<file path="config.mk">
export PLATFORM = sky130hd
export DESIGN_NAME = logic_eval_filter_flat
export DESIGN_NICKNAME = d
export VERILOG_FILES = /design/src/rtl/logic_eval_filter_if.sv /design/src/rtl/logic_eval_filter.sv /design/src/flat_wrapper.sv
export SDC_FILE = /design/constraint.sdc
export NUM_CORES = 1
export LEC_CHECK = 0
export BUFFER_PORTS_ARGS = -buffer_cell sky130_fd_sc_hd__buf_2
export CAP_MARGIN = 20
export CORE_MARGIN = 3
export CORE_UTILIZATION = 55
export DETAILED_ROUTE_END_ITERATION = 8
export PLACE_DENSITY = 0.89
export SYNTH_ARGS = -nofsm -noshare
export SYNTH_HDL_FRONTEND = slang
export SYNTH_SLANG_ARGS = --single-unit
export TNS_END_PERCENT = 5
</file>
<file path="constraint.sdc">
create_clock -name clk -period 4.8 [get_ports clk]
set_clock_uncertainty 0.2 [all_clocks]
set_input_delay 1.44 -clock clk [delete_from_list [all_inputs] [get_ports clk]]
set_output_delay 1.44 -clock clk [all_outputs]
set_load 0.02 [all_outputs]
</file>
<file path="src/rtl/logic_eval_filter_if.sv">
// logic_eval_filter_if: sample/result bundle; master drives in_valid/din/mode/cnt_clr, slave returns raw_y/raw_valid/dout/dout_valid/edge_cnt
interface logic_eval_filter_if #(
  parameter int WIDTH = 6,
  parameter int CNT_W = 8
);
  logic             in_valid;
  logic [WIDTH-1:0] din;
  logic [1:0]       mode;
  logic             cnt_clr;
  logic             raw_y;
  logic             raw_valid;
  logic             dout;
  logic             dout_valid;
  logic [CNT_W-1:0] edge_cnt;
  modport master (
    output in_valid, din, mode, cnt_clr,
    input  raw_y, raw_valid, dout, dout_valid, edge_cnt
  );
  modport slave (
    input  in_valid, din, mode, cnt_clr,
    output raw_y, raw_valid, dout, dout_valid, edge_cnt
  );
endinterface

</file>
<file path="src/rtl/logic_eval_filter.sv">
// logic_eval_filter: evaluates AND/OR/XOR/majority of din, debounces the result over STABLE samples, counts dout rises (ports: clk, rst, bus slave)
module logic_eval_filter #(
  parameter int WIDTH  = 6,
  parameter int STABLE = 3,
  parameter int CNT_W  = 8
) (
  input logic clk,
  input logic rst,
  logic_eval_filter_if.slave bus
);
  localparam int PW = $clog2(WIDTH + 1);
  typedef enum logic [1:0] {INIT, HOLD, PEND} state_t;
  state_t           state_q;
  logic [3:0]       run_q, run_d;
  logic [1:0]       mode_q;
  logic             cand_q, raw_y_q, raw_valid_q, dout_q, dout_valid_q;
  logic [CNT_W-1:0] cnt_q;
  logic [PW-1:0]    pop;
  logic             y, sw, keep, commit, rise;
  always_comb begin
    pop = '0;
    for (int i = 0; i < WIDTH; i++) pop = pop + PW'(bus.din[i]);
    y = bus.mode == 2'b00 ? &bus.din :
        bus.mode == 2'b01 ? |bus.din :
        bus.mode == 2'b10 ? ^bus.din : pop > PW'(WIDTH / 2);
  end
  // The FSM works on the combinational result so dout commits on the same edge raw_y is registered.
  assign sw     = bus.mode != mode_q;
  assign run_d  = state_q == INIT ? ((run_q == 4'd0 || sw || y != cand_q) ? 4'd1 : run_q + 4'd1)
                                  : ((state_q == PEND && !sw) ? run_q + 4'd1 : 4'd1);
  assign keep   = state_q != INIT && y == dout_q;
  assign commit = bus.in_valid && !keep && run_d == 4'(STABLE);
  assign rise   = commit && y && !dout_q;
  always_ff @(posedge clk) begin
    if (rst) begin
      state_q      <= INIT;
      run_q        <= '0;
      mode_q       <= '0;
      cand_q       <= 1'b0;
      raw_y_q      <= 1'b0;
      raw_valid_q  <= 1'b0;
      dout_q       <= 1'b0;
      dout_valid_q <= 1'b0;
    end else begin
      raw_valid_q <= bus.in_valid;
      if (bus.in_valid) begin
        raw_y_q <= y;
        mode_q  <= bus.mode;
        cand_q  <= y;
        if (keep) begin
          state_q <= HOLD;
          run_q   <= '0;
        end else if (commit) begin
          state_q      <= HOLD;
          run_q        <= '0;
          dout_q       <= y;
          dout_valid_q <= 1'b1;
        end else begin
          state_q <= state_q == INIT ? INIT : PEND;
          run_q   <= run_d;
        end
      end
    end
  end
  always_ff @(posedge clk) begin
    if (rst || bus.cnt_clr) cnt_q <= '0;
    else if (rise && cnt_q != '1) cnt_q <= cnt_q + 1'b1;
  end
  assign bus.raw_y      = raw_y_q;
  assign bus.raw_valid  = raw_valid_q;
  assign bus.dout       = dout_q;
  assign bus.dout_valid = dout_valid_q;
  assign bus.edge_cnt   = cnt_q;
endmodule

</file>
<file path="src/flat_wrapper.sv">
// flat-port wrapper written by rule: the top's interface ports become plain ports
module logic_eval_filter_flat 
#(
  parameter int WIDTH  = 6,
  parameter int STABLE = 3,
  parameter int CNT_W  = 8
)
  (clk, rst, bus_in_valid, bus_din, bus_mode, bus_cnt_clr, bus_raw_y, bus_raw_valid, bus_dout, bus_dout_valid, bus_edge_cnt);
  logic_eval_filter_if #(.WIDTH(WIDTH), .CNT_W(CNT_W)) bus_i ();
  input logic clk;
  input logic rst;
  input wire logic [$bits(bus_i.in_valid)-1:0] bus_in_valid;
  input wire logic [$bits(bus_i.din)-1:0] bus_din;
  input wire logic [$bits(bus_i.mode)-1:0] bus_mode;
  input wire logic [$bits(bus_i.cnt_clr)-1:0] bus_cnt_clr;
  output wire logic [$bits(bus_i.raw_y)-1:0] bus_raw_y;
  output wire logic [$bits(bus_i.raw_valid)-1:0] bus_raw_valid;
  output wire logic [$bits(bus_i.dout)-1:0] bus_dout;
  output wire logic [$bits(bus_i.dout_valid)-1:0] bus_dout_valid;
  output wire logic [$bits(bus_i.edge_cnt)-1:0] bus_edge_cnt;
  assign bus_i.in_valid = bus_in_valid;
  assign bus_i.din = bus_din;
  assign bus_i.mode = bus_mode;
  assign bus_i.cnt_clr = bus_cnt_clr;
  assign bus_raw_y = bus_i.raw_y;
  assign bus_raw_valid = bus_i.raw_valid;
  assign bus_dout = bus_i.dout;
  assign bus_dout_valid = bus_i.dout_valid;
  assign bus_edge_cnt = bus_i.edge_cnt;
  logic_eval_filter #(.WIDTH(WIDTH), .STABLE(STABLE), .CNT_W(CNT_W)) u_core (.clk(clk), .rst(rst), .bus(bus_i));
endmodule
</file>
==> reports/qor.json <==
{
  "vias_per_cell": {"value": 6.36},
  "drive_above_1_share": {"value": 0.219},
  "synthesis.area": {"value": 0.00141, "unit": "sq mm"},
  "cp.arrival": {"value": 4.61, "unit": "ns"},
  "preCtsSetupSlack": {"value": -0.0923, "unit": "ns"},
  "rsz_0062_raised_after_global_routing": {"value": "no"},
  "ordered_cell_list_for_the_critical_path": {"value": "buf_2 > inv_1 > ha_1 > inv_1 > fa_1 > inv_1 > ha_1 > nand3_1 > a21o_1 > a2111oi_2 > nor4_1 > a2111o_1 > or4_1 > a21oi_1"},
  "ioPinCount": {"value": 24},
  "critical_path_peak_fanout": {"value": 14},
  "layout_commonest_cell": {"value": "sky130_fd_sc_hd__buf_2"},
  "number_of_antenna_violations_at_the_first_check_in_global_routing": {"value": 0},
  "grt_remaining_overflow": {"value": 0},
  "post_synth_edffs": {"value": 0},
  "port_buffers": {"value": 23},
  "crit_path_frequent_cell": {"value": "sky130_fd_sc_hd__inv_1"},
  "globalplace.congestion": {"value": 0.846},
  "tritoncts": {"value": "done"},
  "ctsLongestPathBuffers": {"value": 2},
  "postLayoutCellArea": {"value": 0.00163, "unit": "sq mm"},
  "synth_largest_type_area_fraction": {"value": 0.284},
  "finalPower": {"value": 0.391, "unit": "mW"},
  "cts_htree_levels": {"value": 1},
  "filler_cell_count": {"value": 179},
  "maxCapViolations": {"value": 0},
  "max-slew-margin-rel": {"value": 0.632},
  "outcome": {"value": "finished clean"},
  "grt_max_degree": {"value": 16},
  "die_h": {"value": 56.6, "unit": "microns"},
  "drc_violation_total_after_the_first_tritonroute_iteration": {"value": 45},
  "detail_route.drc_violations": {"value": 0},
  "synth_cells": {"value": 165},
  "floorplan.rows": {"value": 17},
  "maxClockFrequency": {"value": 0.219, "unit": "GHz"},
  "crit_path_start_kind": {"value": "input port"},
  "synth_area_per_cell": {"value": 8.54, "unit": "sq um"},
  "yosysSeqAreaShare": {"value": 0.284},
  "power.leakage": {"value": 0.713, "unit": "nW"},
  "synthesis.yosys.warnings": {"value": 0},
  "avgRoutedWirePerCell": {"value": 15.0, "unit": "microns"},
  "starting_density": {"value": 0.608},
  "largest_stage_delay_on_the_critical_path": {"value": 0.57, "unit": "ns"},
  "worst-endpoint-required": {"value": 4.84, "unit": "ns"},
  "rrSetupSlack": {"value": 1.83, "unit": "ns"},
  "crit_type": {"value": "in -> reg"},
  "synth_top_cell_by_area": {"value": "sky130_fd_sc_hd__dfxtp_1"},
  "synth.lib_cells_used.distinct": {"value": 49},
  "post-route-min-period": {"value": 4.58, "unit": "ns"},
  "dominantRegCellSynth": {"value": "sky130_fd_sc_hd__dfxtp_1"},
  "hold_violations_final": {"value": 0},
  "layout.cells.most_common_list": {"value": "sky130_fd_sc_hd__buf_2 (23), sky130_fd_sc_hd__dfxtp_1 (20), sky130_fd_sc_hd__inv_1 (13), sky130_fd_sc_hd__a21oi_1 (13)"},
  "setup_viol": {"value": 0},
  "diodes": {"value": 0},
  "hold_buffers": {"value": 0},
  "timing.final.max_slew_violations": {"value": 0},
  "die_width": {"value": 56.6, "unit": "microns"},
  "synth.top_cells.by_area": {"value": "sky130_fd_sc_hd__dfxtp_1 (28%), sky130_fd_sc_hd__ha_1 (9.8%), sky130_fd_sc_hd__a21oi_1 (4.6%), sky130_fd_sc_hd__inv_1 (3.5%), sky130_fd_sc_hd__or4_1 (3.2%)"},
  "total_iterations_of_the_first_detailed_routing_run": {"value": 4},
  "nNetsFinal": {"value": 217},
  "cts_num_sinks": {"value": 20},
  "detailed_place_hpwl": {"value": 2.54, "unit": "mm"},
  "period_share": {"value": 0.953},
  "post_cts.repair.setup_buffers": {"value": 0},
  "asyncSetResetFlopFracSynth": {"value": 0},
  "clk_pin_slew_worst_paths": {"value": 0.11, "unit": "ns"},
  "die_area": {"value": 0.00320, "unit": "sq mm"},
  "critical-path-slowest-cell": {"value": "sky130_fd_sc_hd__a2111o_1"},
  "worstHoldPathType": {"value": "reg -> reg"},
  "clock_insertion_delay_worst_skew": {"value": 0.30, "unit": "ns"},
  "final_critical_path_setup_slack": {"value": 0.224, "unit": "ns"},
  "timing_worst_slew_pin_value": {"value": 0.548, "unit": "ns"},
  "syn-num-nets": {"value": 189},
  "layout.core_utilization": {"value": 0.704},
  "cts.repair.resized": {"value": 0},
  "num_vias": {"value": 1400},
  "route.antenna.remaining_nets": {"value": 0},
  "p_per_area": {"value": 240, "unit": "mW/mm^2"},
  "ys_seq_elements": {"value": 20},
  "post_dp_cell_area": {"value": 0.00158, "unit": "sq mm"},
  "root_buffer": {"value": "sky130_fd_sc_hd__clkbuf_4"},
  "vdd_ir_drop_max": {"value": 216, "unit": "uV"},
  "grt_first_pass_wirelength": {"value": 5.73, "unit": "mm"},
  "groute.usage.overall": {"value": 0.217},
  "routed_wirelength": {"value": 3.29, "unit": "mm"},
  "flow.area_growth_from_synthesis": {"value": 15.8, "unit": "%"},
  "number_of_global_route_vias_before_repair": {"value": 1380},
  "cts_inserted_buffers": {"value": 3},
  "coreArea": {"value": 0.00232, "unit": "sq mm"},
  "critical_path.endpoint_type": {"value": "flip-flop"}
}
## logic make-up after synthesis
family,after synthesis,share of synthesized area
AND/OR/NAND/NOR,63,0.260
AO/OA/AOI/OAI,40,0.207
buffers and inverters,21,0.0631
flip-flops,20,0.284
adder cells (fa/ha/maj),12,0.112
XOR/XNOR,7,0.0595
multiplexers,2,0.0142
## layer usage
| metal | up-vias | wire length (microns) | track usage |
|---|---|---|---|
| met3 | 8 | 177 | 0.0276 |
| li1 | 682 | - | - |
| met1 | 667 | 1430 | 0.258 |
| met4 | 0 | 63 | 0.0814 |
| met5 | - | 0 | 0 |
| met2 | 43 | 1620 | 0.389 |
## sequential cells by signal, summed over array words and instances (netlist names)
name                   count
u_core.bus.edge_cnt        8
u_core.bus.dout_valid      1
u_core.bus.dout            1
u_core.state_q             2
u_core.run_q               4
u_core.bus.raw_y           1
u_core.bus.raw_valid       1
u_core.mode_q              2
## Yosys cell counts (2+ instances only)
cell / count
sky130_fd_sc_hd__xnor2_1: 2
sky130_fd_sc_hd__nand2b_1: 3
sky130_fd_sc_hd__o211ai_1: 5
sky130_fd_sc_hd__or2_2: 2
sky130_fd_sc_hd__mux2i_1: 2
sky130_fd_sc_hd__clkbuf_1: 2
sky130_fd_sc_hd__inv_1: 13
sky130_fd_sc_hd__a2111o_1: 2
sky130_fd_sc_hd__ha_1: 11
sky130_fd_sc_hd__xor2_1: 3
sky130_fd_sc_hd__and3_1: 3
sky130_fd_sc_hd__a211oi_1: 2
sky130_fd_sc_hd__buf_2: 2
sky130_fd_sc_hd__a21oi_1: 13
sky130_fd_sc_hd__nor4_1: 6
sky130_fd_sc_hd__and2_1: 2
sky130_fd_sc_hd__nand4_1: 6
sky130_fd_sc_hd__nor2_1: 8
sky130_fd_sc_hd__nand3_1: 5
sky130_fd_sc_hd__dfxtp_1: 20
sky130_fd_sc_hd__o21ai_0: 2
sky130_fd_sc_hd__o31ai_1: 4
sky130_fd_sc_hd__or4_1: 6
sky130_fd_sc_hd__buf_1: 3
sky130_fd_sc_hd__nand4b_1: 4
sky130_fd_sc_hd__nand2_1: 11
## per-stage QoR
step / instances / TNS, ns / hold WS [ns]
after global routing: 220 / 0 / 0.298
final: 220 / 0 / 0.266
after floorplan: 165 / 0 / 0.275
after CTS: 220 / 0 / 0.266
after global placement: 216 / 0 / 0.238
after detailed placement: 216 / -0.159 / 0.249
## power breakdown
part / switching, mW / internal [mW]
clock: 0.0511 / 0.0844
combinational: 0.0464 / 0.0366
sequential: 0.00362 / 0.169
## cell type report
cell class / count / area, sq um / area share
Multi-Input combinational cell: 124 / 920 / 0.564
Sequential cell: 20 / 400 / 0.245
Timing Repair Buffer: 31 / 175 / 0.107
Inverter: 13 / 48.8 / 0.0299
Tap cell: 28 / 35.0 / 0.0215
Clock inverter: 1 / 30.0 / 0.0184
Clock buffer: 3 / 22.5 / 0.0138
## worst paths after layout
kind / start / to / depth (start not counted)
min: u_core.bus.dout_valid / u_core.bus.dout_valid / 2
max: bus_din[0] / u_core.bus.edge_cnt[7] / 14
min reg2reg: u_core.bus.dout_valid / u_core.bus.dout_valid / 2
max reg2reg: u_core.run_q[0] / u_core.state_q[1] / 10
## critical path: cells and delay by family
family | cells | cell delay, ns
buf+inv | 4 | 0.22
compound gates | 4 | 1.22
fa+ha+maj | 3 | 1.01
simple gates | 3 | 0.72
Power figures use the tool's default switching activity.
